===== src/rtl/vdp_super_vram_arbiter.sv =====
// Slot arbiter for the shared 32-bit super-res VRAM port: one owner per
// 4-clock slot (refresh > display > CPU/CMD round-robin), grants registered.
module vdp_super_vram_arbiter #(
  parameter int REFRESH_SLOT = 180
) (
  input  logic        clk,
  input  logic        reset_n,
  input  logic [9:0]  cx,
  input  logic        display_window,
  input  logic [16:0] disp_addr,
  output logic [31:0] disp_data,
  output logic        disp_data_valid,
  input  logic        cpu_req,
  input  logic        cpu_we,
  input  logic [18:0] cpu_addr,
  input  logic [7:0]  cpu_wdata,
  output logic        cpu_ack,
  output logic [7:0]  cpu_rdata,
  input  logic        cmd_req,
  input  logic        cmd_we,
  input  logic [18:0] cmd_addr,
  input  logic [7:0]  cmd_wdata,
  output logic        cmd_ack,
  output logic [7:0]  cmd_rdata,
  output logic [16:0] mem_addr,
  output logic        mem_we,
  output logic [3:0]  mem_be,
  output logic [31:0] mem_wdata,
  output logic        mem_refresh,
  input  logic [31:0] mem_rdata,
  output logic [2:0]  dbg_owner
);

  // Handshake: a requester raises req with we/addr/wdata stable and holds them
  // until its single-cycle ack; the ack cycle itself never re-grants that requester.
  typedef enum logic [2:0] {
    OWN_IDLE    = 3'd0,
    OWN_REFRESH = 3'd1,
    OWN_DISP    = 3'd2,
    OWN_CPU     = 3'd3,
    OWN_CMD     = 3'd4
  } owner_e;

  localparam logic [7:0] REFRESH_SLOT_W = 8'(REFRESH_SLOT);

  owner_e      owner_q, owner_d, grant;
  logic        last_cmd_q, last_cmd_d;
  logic [1:0]  lane_q, lane_d;
  logic [16:0] mem_addr_q, mem_addr_d;
  logic        mem_we_q, mem_we_d;
  logic [3:0]  mem_be_q, mem_be_d;
  logic [31:0] mem_wdata_q, mem_wdata_d;
  logic        mem_refresh_q, mem_refresh_d;
  logic [31:0] disp_data_q, disp_data_d;
  logic        disp_valid_q, disp_valid_d;
  logic        cpu_ack_q, cpu_ack_d, cmd_ack_q, cmd_ack_d;
  logic [7:0]  cpu_rdata_q, cpu_rdata_d, cmd_rdata_q, cmd_rdata_d;

  logic        slot_end, cpu_ok, cmd_ok, pick_cmd, req_we;
  logic [7:0]  next_slot, req_wdata, lane_byte;
  logic [18:0] req_addr;

  always_comb begin
    slot_end  = (cx[1:0] == 2'd3);
    next_slot = cx[9:2] + 8'd1;
    cpu_ok    = cpu_req && (owner_q != OWN_CPU);
    cmd_ok    = cmd_req && (owner_q != OWN_CMD);
    pick_cmd  = cmd_ok && (!cpu_ok || !last_cmd_q);
    req_addr  = pick_cmd ? cmd_addr  : cpu_addr;
    req_we    = pick_cmd ? cmd_we    : cpu_we;
    req_wdata = pick_cmd ? cmd_wdata : cpu_wdata;
    lane_byte = 8'(mem_rdata >> {lane_q, 3'b000});

    grant = OWN_IDLE;
    if (next_slot == REFRESH_SLOT_W)  grant = OWN_REFRESH;
    else if (display_window)          grant = OWN_DISP;
    else if (cpu_ok || cmd_ok)        grant = pick_cmd ? OWN_CMD : OWN_CPU;

    owner_d       = owner_q;
    last_cmd_d    = last_cmd_q;
    lane_d        = lane_q;
    mem_addr_d    = mem_addr_q;
    mem_we_d      = mem_we_q;
    mem_be_d      = mem_be_q;
    mem_wdata_d   = mem_wdata_q;
    mem_refresh_d = mem_refresh_q;
    disp_data_d   = disp_data_q;
    disp_valid_d  = 1'b0;
    cpu_ack_d     = 1'b0;
    cmd_ack_d     = 1'b0;
    cpu_rdata_d   = cpu_rdata_q;
    cmd_rdata_d   = cmd_rdata_q;

    if (slot_end) begin
      // The edge ending phase 3 both retires the current owner and starts the next.
      case (owner_q)
        OWN_DISP: begin
          disp_data_d  = mem_rdata;
          disp_valid_d = 1'b1;
        end
        OWN_CPU: begin
          cpu_ack_d = 1'b1;
          if (!mem_we_q) cpu_rdata_d = lane_byte;
        end
        OWN_CMD: begin
          cmd_ack_d = 1'b1;
          if (!mem_we_q) cmd_rdata_d = lane_byte;
        end
        default: ;
      endcase

      owner_d       = grant;
      mem_we_d      = 1'b0;
      mem_be_d      = 4'h0;
      mem_refresh_d = (grant == OWN_REFRESH);
      case (grant)
        OWN_DISP: begin
          mem_addr_d = disp_addr;
          mem_be_d   = 4'hF;
        end
        OWN_CPU, OWN_CMD: begin
          mem_addr_d  = req_addr[18:2];
          mem_be_d    = 4'b0001 << req_addr[1:0];
          mem_wdata_d = {4{req_wdata}};
          mem_we_d    = req_we;
          lane_d      = req_addr[1:0];
          last_cmd_d  = pick_cmd;
        end
        default: ;
      endcase
    end
  end

  always_ff @(posedge clk or negedge reset_n) begin
    if (!reset_n) begin
      owner_q       <= OWN_IDLE;
      last_cmd_q    <= 1'b1;
      lane_q        <= 2'd0;
      mem_addr_q    <= '0;
      mem_we_q      <= 1'b0;
      mem_be_q      <= 4'h0;
      mem_wdata_q   <= '0;
      mem_refresh_q <= 1'b0;
      disp_data_q   <= '0;
      disp_valid_q  <= 1'b0;
      cpu_ack_q     <= 1'b0;
      cmd_ack_q     <= 1'b0;
      cpu_rdata_q   <= '0;
      cmd_rdata_q   <= '0;
    end else begin
      owner_q       <= owner_d;
      last_cmd_q    <= last_cmd_d;
      lane_q        <= lane_d;
      mem_addr_q    <= mem_addr_d;
      mem_we_q      <= mem_we_d;
      mem_be_q      <= mem_be_d;
      mem_wdata_q   <= mem_wdata_d;
      mem_refresh_q <= mem_refresh_d;
      disp_data_q   <= disp_data_d;
      disp_valid_q  <= disp_valid_d;
      cpu_ack_q     <= cpu_ack_d;
      cmd_ack_q     <= cmd_ack_d;
      cpu_rdata_q   <= cpu_rdata_d;
      cmd_rdata_q   <= cmd_rdata_d;
    end
  end

  assign mem_addr        = mem_addr_q;
  assign mem_we          = mem_we_q;
  assign mem_be          = mem_be_q;
  assign mem_wdata       = mem_wdata_q;
  assign mem_refresh     = mem_refresh_q;
  assign disp_data       = disp_data_q;
  assign disp_data_valid = disp_valid_q;
  assign cpu_ack         = cpu_ack_q;
  assign cpu_rdata       = cpu_rdata_q;
  assign cmd_ack         = cmd_ack_q;
  assign cmd_rdata       = cmd_rdata_q;
  assign dbg_owner       = owner_q;

endmodule


===== config.mk =====
export PLATFORM = sky130hd
export DESIGN_NAME = vdp_super_vram_arbiter
export DESIGN_NICKNAME = d
export VERILOG_FILES = /design/src/rtl/vdp_super_vram_arbiter.sv
export SDC_FILE = /design/constraint.sdc
export NUM_CORES = 1
export LEC_CHECK = 0
export CAP_MARGIN = 10
export CORE_MARGIN = 3
export CORE_UTILIZATION = 41
export CTS_BUF_LIST = sky130_fd_sc_hd__clkbuf_2 sky130_fd_sc_hd__clkbuf_4 sky130_fd_sc_hd__clkbuf_8
export DETAILED_ROUTE_END_ITERATION = 8
export GPL_ROUTABILITY_DRIVEN = 0
export PLACE_DENSITY = 0.92
export SLEW_MARGIN = 5
export SYNTH_ARGS = -nofsm -noshare
export SYNTH_HDL_FRONTEND = slang
export SYNTH_SLANG_ARGS = --single-unit

===== constraint.sdc =====
create_clock -name clk -period 2.86 [get_ports clk]
set_clock_uncertainty 0.15 [all_clocks]
set_input_delay 0.715 -clock clk [delete_from_list [all_inputs] [get_ports clk]]
set_output_delay 0.715 -clock clk [all_outputs]
set_load 0.05 [all_outputs]

==> metrics.md <==
| Metric | Value |
|---|---|
| Worst Max-Slew Pin Slew | `0.578 ns` |
| Period minus WS final | `2.63 ns` |
| Initial Util | `42.9%` |
| P_int | `3850 uW` |
| Root Buffer | `clkbuf_8` |
| Initial antenna violation count | `0` |
| GRT Util Overall | `21.1%` |
| Netlist cell types | `38` |
| Worst skew pair latency | `0.35 ns` |
| CORE AREA | `10000 um^2` |
| Worst path bufs/invs | `1` |
| Outcome | `complete, no violations` |
| Peak VDD IR | `669 uV` |
| # diodes | `0` |
| First-pass GRT wire length | `18.9 mm` |
| Hold Crit Class | `in -> async` |
| Hold Buf Count CTS | `0` |
| Residual DRC | `0` |
| Warnings, synthesis | `0` |
| Number of vias per cell | `4.97` |
| Clock buffer depth | `2` |
| Via count | `3,415` |
| Synth Instances | `332` |
| Ports | `229` |
| Pin count of the biggest net entering global routing | `53` |
| Main synth FF type | `dfrtp_1` |
| Worst slew margin | `61.5%` |
| WP data required | `2.00 ns` |
| Final worst-path cycle share | `91.9%` |
| Placed wire-length estimate | `9.90 mm` |
| Max-slew violations | `0` |
| Area Overhead vs Synth | `60.8%` |
| Clk pwr share | `13.6%` |
| Post-synthesis net count | `452` |
| Post-Route WL | `12.3 mm` |
| Remaining global-route overflow | `0` |
| Die Area | `11,700 um^2` |
| Port Buffers | `228` |
| ANT nets after route | `0` |
| Die W | `108 um` |
| Sequential-to-total area share from yosys stat | `51.3%` |
| CP Class | `reg -> out` |
| CP endpoint kind | `primary output` |
| Final nets | `669` |
| Placement Rows | `36` |
| Syn avg cell area | `12.9 um^2` |
| Post-CTS resize count | `0` |
| CTS Sinks | `88` |
| Pwr dens | `1070 nW/um^2` |
| Pleak | `0.00286 uW` |
| 1st-iter DRT viols | `130` |
| Placed Cells | `671` |
| Post-synth ARST share | `100%` |
| Comb power frac | `58.9%` |
| Worst Setup Start Kind | `flop` |
| Cell chain of the critical path | `clkdlybuf4s50_1` |
| DRT Pass-1 Iters | `4` |
| Post-synthesis cell area | `4290 um^2` |
| Routed length per instance | `17.9 um` |
| Post-CTS setup buffer count | `0` |
| CTS tree | `yes` |
| Layout cell share with drive strength beyond 1 | `21.7%` |
| Slowest cell on the critical path | `clkdlybuf4s50_1` |
| RSZ-0062 raised after global routing | `no` |
| Final setup viols | `0` |
| Fin cells | `687` |
| Fin util | `69.0%` |
| Critical path data arrival time | `1.76 ns` |
| EDFF count, synth | `0` |
| TritonCTS Buffers | `9` |
| Die Y | `108 um` |
| H-tree Lvls | `3` |
| CP max stage delay | `0.87 ns` |
| Synth Register Bits | `88` |
| Vias in the first global route | `3,645` |
| Fmax | `380 MHz` |
| Hold Fails Final Rpt | `0` |
| Share of total power in sequential cells | `27.5%` |
| CTS clk-pin slew, worst paths | `0.10 ns` |
| Switch Pwr | `3510 uW` |
| Critical path fanouts, max | `6` |
| Switching share of total power | `47.7%` |
| CP top delay family | `buffers and inverters` |
| MaxCap Viol Count | `0` |
==> kinds of logic (layout without fill, tap and decap cells) <==
group | after synthesis | after routing | share of synthesized area, %
buffers and inverters | 43 | 265 | 7.28
DFF | 88 | 88 | 51.3
and+or+nand+nor | 54 | 54 | 6.21
muxes | 104 | 104 | 28.9
AOI/OAI and AO/OA | 43 | 43 | 6.32
==> worst register-to-register path, cell delays in order (launching register included) <==
cell and delay, ns:
dfrtp_1 0.55, nor2b_1 0.11, o211a_1 0.25, a31oi_4 0.21, buf_4 0.23, mux2_2 0.36, mux2i_1 0.16, o21ai_1 0.08
==> layout make-up <==
| class | instances | area, um^2 |
|---|---|---|
| Inverter | 2 | 7.51 |
| Clock inverter | 6 | 97.6 |
| Sequential cell | 88 | 2200 |
| Timing Repair Buffer | 247 | 2500 |
| Tap cell | 133 | 166 |
| Fill cell | 757 | 3100 |
| Clock buffer | 10 | 138 |
| Multi-Input combinational cell | 201 | 1790 |
==> power groups by stage <==
| stage | Sequential, uW | Combinational (uW) | Clock (uW) |
|---|---|---|---|
| after floorplan | 3510 | 1450 | 0 |
| after global placement | 2010 | 4290 | 0 |
| after detailed placement | 2060 | 4360 | 0 |
| after CTS | 2030 | 4370 | 1030 |
| after global routing | 2090 | 4490 | 1080 |
| final | 2020 | 4330 | 1000 |
==> worst paths after layout <==
path	start	endpoint	slack, ns	depth (start not counted)
max in group asynchronous	reset_n	mem_addr[9]	1.73	2
min	reset_n	cmd_rdata[3]	0.16	1
min in group clk	mem_addr[1]	mem_addr[1]	0.34	2
min reg2reg	mem_addr[1]	mem_addr[1]	0.34	2
max	dbg_owner[2]	dbg_owner[2]	0.23	1
max reg2reg	dbg_owner[2]	mem_addr[2]	0.67	7
==> state kept, by name, summed over array words and instances (netlist names) <==
signal and cells:
disp_data 32, mem_addr 17, cmd_rdata 8, cpu_rdata 8, mem_wdata 8, mem_be 4, dbg_owner 3, lane_q 2
cmd_ack 1, cpu_ack 1, disp_data_valid 1, last_cmd_q 1, mem_refresh 1, mem_we 1
==> stage by stage <==
step / total power [uW] / hold slack (ns) / instance area [um^2] / TNS (ns) / worst slack [ns]
after floorplan: 4960 / 0.269 / 4290 / 0 / 0.531
after global placement: 6300 / 0.315 / 6670 / 0 / 0.0968
after detailed placement: 6420 / 0.324 / 6670 / -0.00746 / -0.00746
after CTS: 7430 / 0.167 / 6900 / 0 / 0.207
after global routing: 7660 / 0.171 / 6900 / 0 / 0.162
final: 7360 / 0.164 / 6900 / 0 / 0.230
==> synth_stat cells, drive strengths merged (2+ instances only) <==
| master | count | share of area [%] |
|---|---|---|
| mux2 | 69 | 18 |
| inv | 2 | 0.17 |
| o21ai | 22 | 2.7 |
| nand2 | 27 | 2.4 |
| nor3 | 2 | 0.23 |
| clkbuf | 2 | 0.17 |
| nor2b | 3 | 0.44 |
| buf | 39 | 6.9 |
| a21oi | 15 | 1.7 |
| mux4 | 8 | 4.2 |
| nor2 | 12 | 1.0 |
| dfrtp | 87 | 51 |
| mux2i | 27 | 6.6 |
==> layout by cell type, fill, tap and decap left out, types with 2 or more instances in the layout <==
| master | synthesis | final |
|---|---|---|
| mux4_2 | 8 | 8 |
| nand2_1 | 27 | 27 |
| nor2_1 | 12 | 12 |
| inv_6 | 0 | 2 |
| clkbuf_8 | 0 | 10 |
| clkdlybuf4s50_1 | 0 | 227 |
| mux2_1 | 3 | 3 |
| a21oi_1 | 15 | 15 |
| buf_4 | 25 | 14 |
| nor3_1 | 2 | 2 |
| inv_1 | 2 | 2 |
| bufinv_16 | 0 | 2 |
| dfrtp_1 | 87 | 87 |
| buf_12 | 2 | 6 |
| o21ai_0 | 2 | 2 |
| o21ai_1 | 19 | 19 |
| mux2_2 | 66 | 66 |
| nor2b_1 | 3 | 3 |
| mux2i_1 | 26 | 26 |
==> layer usage <==
layer  up-vias  track usage (%)  wire length, um
li1       1593                -                -
met1      1654             22.3             4360
met2       150             40.1             6830
met3        18             5.79              848
met4         0             6.94              254
met5         -                0                0
Power figures use the tool's default switching activity.
